<file path="src/rtl/mem_stage_if.sv">
// Data-memory port of the Beta memory stage: a single outstanding req/ack
// transaction, with the stage as master and the memory as slave.
interface mem_stage_if;
  logic        req;
  logic        we;
  logic [31:0] addr;
  logic [31:0] wdata;
  logic [31:0] rdata;
  logic        ack;

  modport master (output req, we, addr, wdata, input rdata, ack);
  modport slave  (input req, we, addr, wdata, output rdata, ack);
endinterface

</file>
<file path="src/rtl/mem_stage.sv">
// Beta memory-access stage: registers the execute outputs, runs LD/LDR/ST on
// the data-memory port (stalling while outstanding) and selects the writeback value.
module mem_stage #(
  parameter int TIMEOUT = 16
) (
  input  logic        clk,
  input  logic        rst_n,
  input  logic        stall_in,
  input  logic [1:0]  ir_src_mem,
  input  logic        op_ld_or_ldr,
  input  logic        op_st,
  input  logic        rf_w_mux_jump,
  input  logic [31:0] pc,
  input  logic [31:0] ir,
  input  logic [31:0] y,
  input  logic [31:0] d,
  mem_stage_if.master dmem,
  output logic        stall_mem,
  output logic        mem_fault,
  output logic [31:0] pc_next,
  output logic [31:0] ir_next,
  output logic [31:0] wb_data_next
);

  localparam logic [31:0] INST_NOP        = 32'hC3FF_0000;
  localparam logic [31:0] INST_BNE_EXCEPT = 32'h7BDF_0000;
  localparam logic [1:0]  IR_SRC_DATA     = 2'd0;
  localparam logic [1:0]  IR_SRC_NOP      = 2'd1;
  localparam logic [1:0]  IR_SRC_EXCEPT   = 2'd2;
  localparam logic [7:0]  CNT_LAST        = 8'(TIMEOUT - 1);

  typedef enum logic [1:0] {S_IDLE, S_WAIT, S_HOLD} state_t;

  state_t      r_state, w_state_nxt;
  logic [7:0]  r_cnt, w_cnt_nxt;
  logic [31:0] r_pc_mem, r_ir_mem, r_y_mem, r_d_mem, r_rdata_q;
  logic        r_ld_mem, r_st_mem, r_jmp_mem;
  logic        w_mem_op, w_advance, w_ack;

  assign w_mem_op   = r_ld_mem | r_st_mem;
  assign w_ack      = dmem.req & dmem.ack;
  assign stall_mem  = dmem.req & ~dmem.ack & ~mem_fault;
  assign w_advance  = ~(stall_in | stall_mem);
  assign dmem.addr  = r_y_mem;
  assign dmem.wdata = r_d_mem;
  assign dmem.we    = r_st_mem & dmem.req;
  assign pc_next    = r_pc_mem;

  // ---- stage registers (execute -> memory boundary)
  always_ff @(posedge clk or negedge rst_n) begin
    if (!rst_n) begin
      r_pc_mem  <= '0;
      r_ir_mem  <= INST_NOP;
      r_y_mem   <= '0;
      r_d_mem   <= '0;
      r_ld_mem  <= 1'b0;
      r_st_mem  <= 1'b0;
      r_jmp_mem <= 1'b0;
    end else if (w_advance) begin
      r_pc_mem  <= pc;
      r_ir_mem  <= ir;
      r_y_mem   <= y;
      r_d_mem   <= d;
      r_ld_mem  <= op_ld_or_ldr;
      r_st_mem  <= op_st;
      r_jmp_mem <= rf_w_mux_jump;
    end
  end

  // Keeps the loaded word for the cycles the FSM parks in HOLD.
  always_ff @(posedge clk) begin
    if (w_ack) r_rdata_q <= dmem.rdata;
  end

  always_ff @(posedge clk or negedge rst_n) begin
    if (!rst_n) begin
      r_state <= S_IDLE;
      r_cnt   <= 8'd0;
    end else begin
      r_state <= w_state_nxt;
      r_cnt   <= w_cnt_nxt;
    end
  end

  always_comb begin
    w_state_nxt = r_state;
    w_cnt_nxt   = r_cnt;
    case (r_state)
      S_IDLE: begin
        if (w_mem_op && dmem.ack) begin
          w_state_nxt = stall_in ? S_HOLD : S_IDLE;
        end else if (w_mem_op) begin
          w_state_nxt = S_WAIT;
          w_cnt_nxt   = 8'd1;
        end
      end
      S_WAIT: begin
        if (dmem.ack)               w_state_nxt = stall_in ? S_HOLD : S_IDLE;
        else if (r_cnt == CNT_LAST) w_state_nxt = S_IDLE;
        else                        w_cnt_nxt   = r_cnt + 8'd1;
      end
      S_HOLD: begin
        if (!stall_in) w_state_nxt = S_IDLE;
      end
      default: w_state_nxt = S_IDLE;
    endcase
  end

  // An ack on the last counted cycle takes priority over the timeout.
  always_comb begin
    dmem.req  = 1'b0;
    mem_fault = 1'b0;
    case (r_state)
      S_IDLE: dmem.req = w_mem_op;
      S_WAIT: begin
        dmem.req  = 1'b1;
        mem_fault = ~dmem.ack & (r_cnt == CNT_LAST);
      end
      default: dmem.req = 1'b0;
    endcase
  end

  always_comb begin
    if (r_jmp_mem)     wb_data_next = r_pc_mem;
    else if (r_ld_mem) wb_data_next = (r_state == S_HOLD) ? r_rdata_q : dmem.rdata;
    else               wb_data_next = r_y_mem;
  end

  always_comb begin
    if (mem_fault || ir_src_mem == IR_SRC_EXCEPT)    ir_next = INST_BNE_EXCEPT;
    else if (stall_mem || ir_src_mem == IR_SRC_NOP) ir_next = INST_NOP;
    else if (ir_src_mem == IR_SRC_DATA)             ir_next = r_ir_mem;
    else                                            ir_next = 'x;
  end

endmodule

</file>
<file path="src/flat_wrapper.sv">
// flat-port wrapper written by rule: the top's interface ports become plain ports
module mem_stage_flat 
#(
  parameter int TIMEOUT = 16
)
  (clk, rst_n, stall_in, ir_src_mem, op_ld_or_ldr, op_st, rf_w_mux_jump, pc, ir, y, d, stall_mem, mem_fault, pc_next, ir_next, wb_data_next, dmem_req, dmem_we, dmem_addr, dmem_wdata, dmem_rdata, dmem_ack);
  mem_stage_if dmem_i ();
  input  logic clk;
  input  logic rst_n;
  input  logic stall_in;
  input  logic [1:0] ir_src_mem;
  input  logic op_ld_or_ldr;
  input  logic op_st;
  input  logic rf_w_mux_jump;
  input  logic [31:0] pc;
  input  logic [31:0] ir;
  input  logic [31:0] y;
  input  logic [31:0] d;
  output logic stall_mem;
  output logic mem_fault;
  output logic [31:0] pc_next;
  output logic [31:0] ir_next;
  output logic [31:0] wb_data_next;
  output wire logic [$bits(dmem_i.req)-1:0] dmem_req;
  output wire logic [$bits(dmem_i.we)-1:0] dmem_we;
  output wire logic [$bits(dmem_i.addr)-1:0] dmem_addr;
  output wire logic [$bits(dmem_i.wdata)-1:0] dmem_wdata;
  input wire logic [$bits(dmem_i.rdata)-1:0] dmem_rdata;
  input wire logic [$bits(dmem_i.ack)-1:0] dmem_ack;
  assign dmem_req = dmem_i.req;
  assign dmem_we = dmem_i.we;
  assign dmem_addr = dmem_i.addr;
  assign dmem_wdata = dmem_i.wdata;
  assign dmem_i.rdata = dmem_rdata;
  assign dmem_i.ack = dmem_ack;
  mem_stage #(.TIMEOUT(TIMEOUT)) u_core (.clk(clk), .rst_n(rst_n), .stall_in(stall_in), .ir_src_mem(ir_src_mem), .op_ld_or_ldr(op_ld_or_ldr), .op_st(op_st), .rf_w_mux_jump(rf_w_mux_jump), .pc(pc), .ir(ir), .y(y), .d(d), .dmem(dmem_i), .stall_mem(stall_mem), .mem_fault(mem_fault), .pc_next(pc_next), .ir_next(ir_next), .wb_data_next(wb_data_next));
endmodule
</file>
<file path="config.mk">
export PLATFORM = sky130hd
export DESIGN_NAME = mem_stage_flat
export DESIGN_NICKNAME = d
export VERILOG_FILES = /design/src/rtl/mem_stage_if.sv /design/src/rtl/mem_stage.sv /design/src/flat_wrapper.sv
export SDC_FILE = /design/constraint.sdc
export NUM_CORES = 1
export LEC_CHECK = 0
export CAP_MARGIN = 15
export CORE_MARGIN = 1
export CORE_UTILIZATION = 43
export DETAILED_ROUTE_END_ITERATION = 10
export GPL_TIMING_DRIVEN = 0
export PLACE_DENSITY = 0.81
export SYNTH_ARGS = -nofsm -noshare
export SYNTH_HDL_FRONTEND = slang
export SYNTH_SLANG_ARGS = --single-unit
</file>
<file path="constraint.sdc">
create_clock -name clk -period 2.66 [get_ports clk]
set_input_delay 0.798 -clock clk [delete_from_list [all_inputs] [get_ports clk]]
set_output_delay 0.798 -clock clk [all_outputs]
set_load 0.005 [all_outputs]
</file>
==> summary.txt <==
Critical path
  • Crit path max-delay family: buffers and inverters
  • Startpoint Class: register
  • CP Cell Sequence: nor2b_4, buf_6, buf_6, buf_12, mux2i_2, a211oi_2, a21o_1, buf_2
  • Crit path buffers/inverters: 4
  • Crit path max-delay cell type: dfrtp_1
  • Crit. End Element: primary output
  • Crit path from: u_core.r_state[0]$_DFFE_PN0P_
  • Worst r2r src: u_core.r_cnt[7]$_DFFE_PN0P_
  • Critical path's largest stage delay: between 0.4 and 0.5 ns
  • Most frequent cell on the critical path: buf_6
  • Crit path max fanout: 5
  • Worst endpoint required time: 1.86 ns
  • Crit path kind: register to primary output
  • Arrival @ worst endpoint: 2.06 ns

Global routing
  • Largest net degree at the start of global routing: 79
  • GRT busiest layer: met2
  • First-pass GRT wire length: 35,900 um
  • GRT Total Usage: 26.0%
  • Met1 usage: 29.2%
  • Initial antenna violation count: 0
  • GRT met2 Usage: 47.0%
  • Gr ovfl total: 0
  • Met3 GRT Util: 7.78%
  • Vias in the first global route: ~6,600

CTS
  • Worst-Skew Late Latency: 0.43 ns
  • Clock buffer depth: 2
  • Root buf cell: clkbuf_16
  • CTS Buf Count: 17
  • Htree depth: 4
  • Clock slew at reported path FFs: 0.07 ns
  • CTS tree: built
  • CTS Hold Buffers Added: 0
  • Clock Sink Count: 173

Synth
  • Post-synthesis mux area share: about a quarter
  • Primary FF master, synth: dfrtp_1
  • Main combinational cell family by area after synthesis: multiplexers
  • Simple-gate portion of the synthesized area: about 6.1%
  • Register area share after synthesis: 58.6%
  • Asr flop ratio synth: 81.5%
  • Adder-Cell Fraction of Synth Area: 0.163%
  • Compound-Gate Fraction of Synth Area: 8.50%
  • Yosys reg bits: ~170
  • Mapped Cells: 555
  • Post-Syn Area: approximately 7700 um2
  • Yosys warns: 0
  • Yosys cell types: 41
  • EDFF count, synth: 32
  • Post-Syn Nets: 725
  • Mean area per synthesized cell: 13.8 um2
  • Post-Synth XOR/XNOR Area: 0.114%

Timing
  • Final hold vios: 0
  • RSZ-0062 raised after global routing: true
  • Final period util: 108%
  • Min Tclk post-route: 2.86 ns
  • Final worst slack: -0.201 ns
  • Layout Skew: 0.0121 ns
  • Setup TNS Final: -6.18 ns
  • Fin Hold WS: 0.349 ns
  • Final Max Slew Viols: 0
  • Setup violators final: 63
  • Peak Freq: 349 MHz
  • Slew HR: 43.0%
  • Worst Tran Pin Value: ~0.86 ns

Placed design
  • Port-buffer cells: roughly 330
  • Post-Place Setup Slack: -1.33 ns
  • HPWL after DPL: 16,700 um
  • Gpl congestion: between 0.7 and 0.8

Pwr
  • Max IR drop VDD: 0.000468 V
  • Power Density: 727 nW/um2
  • Lkg Pwr: ~5.3 nW
  • Final Total Pwr: 9.13 mW

Route
  • Final ANT Viol Nets: 0
  • DRC: 0
  • Post-Route WL: 24,200 um
  • Vias per inst: 5.25
  • Wire length per cell: 20.3 um
  • Detailed Routing Iterations Pass 1: 4
  • Via count: 6,268
  • 1st-iter DRT viols: about 240

Layout
  • Filler Cells Inserted: 1,214
  • Area grow syn2layout: 63.6%
  • Most frequent cells in the layout: clkdlybuf4s50_1, dfrtp_1, mux2_1
  • Ant. Diodes: 0
  • Final #Nets: 1,125
  • Area of the multi-input gates: between 3000 and 4000 um2
  • Most common cell after layout, fill and taps aside: clkdlybuf4s50_1
  • Register area: 4510 um2
  • Fin util: 72.4%
  • Layout cells sized above 1: a little under a third

Die
  • Die Ht: 136 um
  • Site row count: 48
  • I/O pin count: 333
  • Initial Utilization: 44.3%
  • Die width: 136 um
  • Die area: 18,400 um2
  • Area of the core: 17,400 um2

Outcome
  • Failing checks: negative setup slack
  • Status: finished, violations left

Worst hold path
  • HP Class: primary input to async pin

Job
  • # Max-Cap Violations: 0
cells in the mapped netlist, types with 2 or more instances:
| cell type | count | area share [%] |
|---|---|---|
| a211oi_1 | 33 | 3.2 |
| a21o_1 | 36 | 3.5 |
| a21oi_1 | 4 | 0.26 |
| a31oi_1 | 2 | 0.16 |
| and2_1 | 19 | 1.5 |
| and3_1 | 4 | 0.33 |
| buf_2 | 8 | 0.52 |
| buf_6 | 10 | 1.5 |
| clkbuf_1 | 17 | 0.83 |
| dfrtp_1 | 129 | 42 |
| dfstp_2 | 12 | 4.1 |
| edfxtp_1 | 32 | 13 |
| inv_1 | 6 | 0.29 |
| mux2_1 | 90 | 13 |
| mux2_2 | 41 | 6.0 |
| mux2i_1 | 32 | 4.2 |
| nand2_1 | 3 | 0.15 |
| nand3_1 | 3 | 0.20 |
| nor2_1 | 37 | 1.8 |
| nor2b_1 | 3 | 0.24 |
| nor4_1 | 2 | 0.16 |
| o21a_1 | 2 | 0.20 |
| o21ai_0 | 2 | 0.13 |
| or3_1 | 11 | 0.90 |
registers in the layout, indices dropped and copies added, names as in the netlist:
| register | cells |
|---|---|
| u_core.dmem.addr | 32 |
| u_core.pc_next | 32 |
| u_core.r_cnt | 8 |
| u_core.r_st_mem | 1 |
| u_core.r_rdata_q | 32 |
| u_core.r_ld_mem | 1 |
| u_core.r_state | 2 |
| u_core.dmem.wdata | 32 |
| u_core.r_ir_mem | 32 |
| u_core.r_jmp_mem | 1 |
worst reg2reg max path, delay by kind of cell (launching register included):
kind | cells | cell delay [ns]
multiplexers | 1 | 0.35
buffers and inverters | 4 | 0.75
AND/OR/NAND/NOR | 2 | 0.54
AO/OA/AOI/OAI | 1 | 0.27
flip-flops | 1 | 0.41
final cells by class:
cell class                 count  share of cell area, %
buffer                        32                   2.21
clock buffer                  19                   3.69
clock inverter                13                  0.886
inverter                       6                  0.179
multi-input combinational    341                   25.9
sequential                   173                   35.9
tap                          225                   2.24
timing repair buffer         384                   29.0
power by group:
group          switching [mW]  total [mW]  internal (mW)
sequential              0.329        3.57           3.24
combinational            1.24        3.11           1.87
clock                    1.14        2.45           1.31
layer usage:
layer  routed length (um)  share of wire [%]
met1                 9050                 37
met2                12700                 52
met3                 2030                8.4
met4                  435                1.8
met5                    0                  0
repair_timing:
action	4_1_cts	5_1_grt
gates resized for setup	406	45
cloned	4	0
buffers inserted	42	11
pin swaps	66	9
endpoints found under the setup margin	66	66
path summary, 6_finish.rpt:
path,to,slack [ns],depth (start not counted)
setup reg to reg,u_core.pc_next[29]$_DFFE_PN0N_,0.23,8
hold / removal,u_core.pc_next[6]$_DFFE_PN0N_,0.35,1
max in group asynchronous,u_core.r_ir_mem[17]$_DFFE_PN1N_,1.47,2
hold reg to reg,u_core.r_ir_mem[10]$_DFFE_PN0N_,0.48,1
setup / recovery,wb_data_next[4],-0.20,8
min in group clk,u_core.r_ir_mem[10]$_DFFE_PN0N_,0.48,1
stage by stage:
| step | area [um2] | instances |
|---|---|---|
| detailed placement | 11300 | 1113 |
| CTS | 12500 | 1190 |
| floorplan | 7680 | 555 |
| global placement | 11300 | 1112 |
| finish | 12600 | 1193 |
| global route | 12600 | 1193 |
cell families (layout without fill, tap and decap cells):
family | after synthesis | count (layout)
flip-flops | 173 | 173
adder cells (fa/ha/maj) | 1 | 1
buffers and inverters | 41 | 454
AO/OA/AOI/OAI | 88 | 88
multiplexers | 163 | 163
AND/OR/NAND/NOR | 88 | 88
XOR/XNOR | 1 | 1
Note: power is estimated with default switching activity, not from simulation.
